[src/rtl/dvbs2x_tx_symb_rate_switch_ctrl.sv]
// dvbs2x_tx_symb_rate_switch_ctrl
// Sequences a run-time symbol-rate change for the TX symbol-rate divider:
// finish the current frame, hold off the stream, drain the divider, apply the
// new select with a flush pulse, settle, then release traffic.
// Sits inline on the AXIS handshake path ahead of the divider; data bypasses it.
// Optional statistics (switch_count, last_switch_cycles) are built only when
// DVBS2X_RATE_SWITCH_STATS_EN is defined; otherwise both outputs are tied to 0.
//
// Handshake: a beat moves when s_tvalid & s_tready (equivalently m_tvalid &
// m_tready); gate forces both m_tvalid and s_tready low. A request is taken when
// req_valid & req_ready, and req_ready is high only in IDLE (requests arriving
// while busy are dropped, not queued).

module dvbs2x_tx_symb_rate_switch_ctrl #(
    parameter int NUM_RATES        = 8,
    parameter int DEFAULT_SEL      = 0,
    parameter int DRAIN_MIN_CYCLES = 64,
    parameter int SETTLE_CYCLES    = 16,
    parameter int FRAME_TIMEOUT    = 65535,
    localparam int SEL_W           = $clog2(NUM_RATES)
) (
    input  logic             clk_ifc,
    input  logic             areset_ifc,
    input  logic [SEL_W-1:0] req_sel,
    input  logic             req_valid,
    output logic             req_ready,
    output logic [SEL_W-1:0] active_sel,
    output logic             div_flush,
    input  logic             div_empty,
    output logic             busy,
    output logic             err_range,
    output logic             err_timeout,
    input  logic             err_clear,
    input  logic             s_tvalid,
    output logic             s_tready,
    input  logic             s_tlast,
    output logic             m_tvalid,
    input  logic             m_tready,
    output logic             m_tlast,
    output logic [15:0]      switch_count,
    output logic [15:0]      last_switch_cycles
);

    typedef enum logic [2:0] {
        S_IDLE   = 3'd0,
        S_WAIT   = 3'd1,
        S_DRAIN  = 3'd2,
        S_APPLY  = 3'd3,
        S_SETTLE = 3'd4
    } state_t;

    state_t           state;
    logic             gate;
    logic             in_frame;
    logic [SEL_W-1:0] pending_sel;
    logic [31:0]      cnt;

    logic beat, tlast_beat, in_frame_nxt;
    logic req_fire, sel_oob, switch_go;
    logic wait_timeout, drain_done, settle_done;
    logic range_set, timeout_set;

    assign m_tvalid = s_tvalid & ~gate;
    assign s_tready = m_tready & ~gate;
    assign m_tlast  = s_tlast;

    assign req_ready = (state == S_IDLE);
    assign busy      = (state != S_IDLE);

    assign beat         = s_tvalid & s_tready;
    assign tlast_beat   = beat & s_tlast;
    // Frame status as it will be after this cycle's beat (if any).
    assign in_frame_nxt = beat ? ~s_tlast : in_frame;

    assign req_fire  = req_valid & req_ready;
    // One extra bit so NUM_RATES itself is representable in the comparison.
    assign sel_oob   = ({1'b0, req_sel} >= (SEL_W+1)'(NUM_RATES));
    assign switch_go = req_fire & ~sel_oob & (req_sel != active_sel);

    assign wait_timeout = (cnt >= 32'(FRAME_TIMEOUT - 1));
    assign drain_done   = (cnt >= 32'(DRAIN_MIN_CYCLES - 1)) & div_empty;
    assign settle_done  = (cnt >= 32'(SETTLE_CYCLES - 1));

    assign range_set   = req_fire & sel_oob;
    assign timeout_set = (state == S_WAIT) & ~tlast_beat & wait_timeout;

    // Switch sequencer: state, gate, select, flush pulse, frame tracking, shared counter.
    always_ff @(posedge clk_ifc or posedge areset_ifc) begin
        if (areset_ifc) begin
            state       <= S_IDLE;
            gate        <= 1'b0;
            div_flush   <= 1'b0;
            in_frame    <= 1'b0;
            active_sel  <= SEL_W'(DEFAULT_SEL);
            pending_sel <= SEL_W'(DEFAULT_SEL);
            cnt         <= '0;
        end else begin
            div_flush <= 1'b0;
            in_frame  <= in_frame_nxt;
            case (state)
                S_IDLE: begin
                    if (switch_go) begin
                        pending_sel <= req_sel;
                        if (in_frame_nxt) begin
                            // cnt tracks cycles since accept while waiting for tlast
                            state <= S_WAIT;
                            cnt   <= 32'd1;
                        end else begin
                            state <= S_DRAIN;
                            gate  <= 1'b1;
                            cnt   <= '0;
                        end
                    end
                end
                S_WAIT: begin
                    if (tlast_beat || wait_timeout) begin
                        state <= S_DRAIN;
                        gate  <= 1'b1;
                        cnt   <= '0;
                    end else begin
                        cnt <= cnt + 32'd1;
                    end
                end
                S_DRAIN: begin
                    if (drain_done) begin
                        state     <= S_APPLY;
                        div_flush <= 1'b1;
                    end else if (cnt < 32'(DRAIN_MIN_CYCLES - 1)) begin
                        // Stop counting once the minimum is met; only div_empty matters then.
                        cnt <= cnt + 32'd1;
                    end
                end
                S_APPLY: begin
                    active_sel <= pending_sel;
                    in_frame   <= 1'b0;
                    state      <= S_SETTLE;
                    cnt        <= '0;
                end
                S_SETTLE: begin
                    if (settle_done) begin
                        state <= S_IDLE;
                        gate  <= 1'b0;
                    end else begin
                        cnt <= cnt + 32'd1;
                    end
                end
                default: begin
                    state <= S_IDLE;
                    gate  <= 1'b0;
                end
            endcase
        end
    end

    // Sticky error flags; a new error in the same cycle as err_clear stays set.
    always_ff @(posedge clk_ifc or posedge areset_ifc) begin
        if (areset_ifc) begin
            err_range   <= 1'b0;
            err_timeout <= 1'b0;
        end else begin
            err_range   <= (err_range & ~err_clear) | range_set;
            err_timeout <= (err_timeout & ~err_clear) | timeout_set;
        end
    end

`ifdef DVBS2X_RATE_SWITCH_STATS_EN
    logic [15:0] sw_cnt;
    logic [15:0] dur_run;
    logic [15:0] dur_last;

    // Switch statistics: wrapping APPLY count and saturating accept-to-release duration.
    always_ff @(posedge clk_ifc or posedge areset_ifc) begin
        if (areset_ifc) begin
            sw_cnt   <= '0;
            dur_run  <= '0;
            dur_last <= '0;
        end else begin
            if (state == S_APPLY) begin
                sw_cnt <= sw_cnt + 16'd1;
            end
            if (switch_go) begin
                dur_run <= 16'd1;
            end else if (state != S_IDLE && dur_run != 16'hFFFF) begin
                dur_run <= dur_run + 16'd1;
            end
            if (state == S_SETTLE && settle_done) begin
                dur_last <= (dur_run == 16'hFFFF) ? 16'hFFFF : dur_run + 16'd1;
            end
        end
    end

    assign switch_count       = sw_cnt;
    assign last_switch_cycles = dur_last;
`else
    assign switch_count       = 16'd0;
    assign last_switch_cycles = 16'd0;
`endif

endmodule

[config.mk]
export PLATFORM = sky130hd
export DESIGN_NAME = dvbs2x_tx_symb_rate_switch_ctrl
export DESIGN_NICKNAME = d
export VERILOG_FILES = /design/src/rtl/dvbs2x_tx_symb_rate_switch_ctrl.sv
export SDC_FILE = /design/constraint.sdc
export NUM_CORES = 1
export LEC_CHECK = 0
export ABC_CLOCK_PERIOD_IN_PS = 3400
export CAP_MARGIN = 20
export CORE_UTILIZATION = 35
export DETAILED_ROUTE_END_ITERATION = 8
export GPL_TIMING_DRIVEN = 0
export SYNTH_ARGS = -nofsm -noshare
export SYNTH_HDL_FRONTEND = slang
export SYNTH_SLANG_ARGS = --single-unit
[constraint.sdc]
create_clock -name clk_ifc -period 3.4 [get_ports clk_ifc]
set_input_delay 0.34 -clock clk_ifc [delete_from_list [all_inputs] [get_ports clk_ifc]]
set_output_delay 0.34 -clock clk_ifc [all_outputs]
set_load 0.01 [all_outputs]
==> results.json <==
{
  "outcome": "completed",
  "synth.area.mux_share_pct": 3.31,
  "synth_area_leader_cell": "dfrtp_1",
  "grtUsageTotal_pct": 15.4,
  "worstPathCellList": "ha_1 -> and3_1 -> clkbuf_1 -> or4_1 -> nor4_1 -> o21a_1 -> buf_2 -> buf_2 -> nor2_1",
  "critPathMaxFanout": 10,
  "layout.nets": 360,
  "row_count": 31,
  "cts_buffer_depth": 2,
  "antenna_found_initial": 0,
  "totalWireLength_um": 5580,
  "die-area_um2": 7920,
  "gp_congestion": 0.759,
  "wl_met2_um": 2540,
  "p_int_w": 0.00116,
  "dpl_cell_area_um2": 3120,
  "synthAdderAreaFrac_pct": 0.945,
  "drt_first_iter_violations": 119,
  "yosysTopAreaCellShare_pct": 43.5,
  "hpwl_um": 4050,
  "syn_area_um2": 2650,
  "die_h_um": 89.0,
  "irDropWorstVdd_uv": 249,
  "drive_above_1_share_pct": 16.4,
  "yosysSeqAreaShare_pct": 43.5,
  "drv_slew": 0,
  "setup_viol": 0,
  "clockRootBuffer": "clkbuf_8",
  "ys.flop_type": "dfrtp_1",
  "ys_async_sr_fraction_pct": 100,
  "cts_tree": "built",
  "critPathKind": "reg -> reg",
  "path_clk_slew_ns": 0.08,
  "switchingPower_w": 0.000670,
  "critPathSlowestCell": "nor4_1",
  "r2r-start": "cnt[1]",
  "cts_hold_buf": 0,
  "grt_pass1_vias": 1986,
  "p_seq_share_pct": 38.1,
  "drt-pass1-iter-count": 4,
  "wl_met1_um": 2790,
  "antenna_cells": 0,
  "coreArea_um2": 7290,
  "portBuffers": 21,
  "crit_path_max_incr_delay_ns": 0.49,
  "final.setup_skew_ns": 0.00522,
  "dp_cells": 439,
  "initial_utilization_pct": 36.3,
  "insertion_delay_ns": 0.29,
  "cp_top_family": "simple AND/OR/NAND/NOR gates",
  "setup_tns_ns": 0,
  "vias": 2152,
  "ys_types": 48,
  "synth_edf_count": 0,
  "synth_compound_area_share_pct": 15.4,
  "cts_htree_levels": 2,
  "clock_sinks": 46,
  "utilization_pct": 44.3,
  "end_kind": "flip-flop",
  "syn-mean-instance-area_um2": 9.22,
  "grt_max_degree": 28,
  "antenna_left": 0,
  "cap_violations": 0,
  "ioPinCount": 54,
  "hold_path.class": "in -> async",
  "maxSlewHeadroom_pct": 57.7,
  "via_per_inst": 4.81,
  "synthXorXnorAreaFrac_pct": 2.32,
  "mostFrequentLayoutCells": "46 x dfrtp_1, 33 x buf_4, 32 x conb_1",
  "critPathBufInv": 3,
  "grt-ovfl-total": 0,
  "synthSimpleGateAreaFrac_pct": 21.5,
  "finalCriticalPeriod_ns": 2.88,
  "cp-startpoint": "cnt[1]",
  "top_layer_used": "met4",
  "synthTopCellsByArea": "dfrtp_1 43%, buf_4 9.4%, nor2_1 4.0%",
  "crit_required_ns": 3.58,
  "final.period_utilization_pct": 84.6,
  "power.combinational.fraction_pct": 39.9,
  "cp.arrival_ns": 3.05,
  "max_clock_freq_ghz": 0.348,
  "worst_slew_pin_slew_ns": 0.631,
  "grt_pass1_wl_um": 9480,
  "final_common_cell": "dfrtp_1",
  "leakage_nw": 1.47,
  "ys_seq_elements": 46,
  "drc": 0,
  "post_cts.repair.setup_buffers": 0,
  "crit_top_cell": "buf_2",
  "power_density_nw_per_um2": 567,
  "rsz0062_at_grt": "no",
  "wl_per_cell_um": 12.5,
  "syn_to_final_growth_pct": 21.9,
  "met3WireLength_um": 217,
  "stdcell_count": 447,
  "timing.hold.ws_ns": 0.376,
  "design_area_um2": 3230,
  "worst_setup_path_start_kind": "flip-flop",
  "switching_share_pct": 36.6,
  "pwr-share-clk_pct": 21.9,
  "die_x_um": 89.0,
  "netlist_instances": 287,
  "hold_viol_final": 0,
  "cts_buffers": 5,
  "synth_top_family_by_area": "simple AND/OR/NAND/NOR gates",
  "cts-resized-gates": 0,
  "ys_warn_count": 0
}
-- synthesized netlist by cell type (6+ instances only) --
master and n:
nand2_1 14, nand3_1 9, a21oi_1 11, o21a_1 11, nor3_1 11, nor4_1 11
inv_1 11, clkbuf_1 7, buf_4 33, dfrtp_1 46, o21ai_0 7, mux2_2 6
o31ai_1 6, nor2_1 28
-- kinds of logic (layout without fill, tap and decap cells) --
family	count (synthesis)	after routing
AO/OA/AOI/OAI	59	59
XOR/XNOR	7	7
adder cells (fa/ha/maj)	2	2
buffers and inverters	57	87
flip-flops	46	46
multiplexers	8	8
other	1	32
AND/OR/NAND/NOR	107	107
-- power by group through the flow --
stage	Sequential, W	Combinational [W]	Clock (W)
CTS	0.000698	0.000733	0.000416
finish	0.000698	0.000731	0.000401
global route	0.000714	0.000826	0.000441
detailed placement	0.000709	0.000732	0
floorplan	0.000701	0.000509	0
global placement	0.000706	0.000716	0
-- through the flow --
step                setup WS (ns)  total power (W)
finish                      0.523          0.00183
global route                0.247          0.00198
CTS                         0.531          0.00185
detailed placement          0.554          0.00144
global placement            0.556          0.00142
floorplan                    1.00          0.00121
-- flip-flops by register name, indices dropped and copies added, names as in the netlist --
signal and count:
state 3, err_timeout 1, gate 1, in_frame 1
div_flush 1, pending_sel 3, cnt 32, active_sel 3
err_range 1
-- final timing paths --
path                       slack, ns        end  cells past startpoint
setup / recovery                0.52    cnt[13]                      9
hold / removal                  0.38    cnt[24]                      2
setup reg to reg                0.52    cnt[13]                      9
hold reg to reg                 0.51  err_range                      1
max in group asynchronous       2.53     cnt[1]                      3
min in group clk_ifc            0.51  err_range                      1
-- per-layer routing --
metal / GRT usage, % / up-vias
met5: 0 / -
met4: 4.47 / 0
met3: 3.23 / 2
met2: 22.6 / 46
met1: 22.9 / 1016
li1: - / 1088
-- final cells by class --
class | instances | area [um2]
fillers | 744 | 4060
multi-input cells | 215 | 1270
flip-flops and latches | 46 | 1150
plain buffers | 46 | 303
repair buffers | 22 | 230
well taps | 99 | 124
clock buffers | 6 | 72.6
inverters | 11 | 41.3
clock inverters | 2 | 37.5
Note: power is estimated with default switching activity, not from simulation.
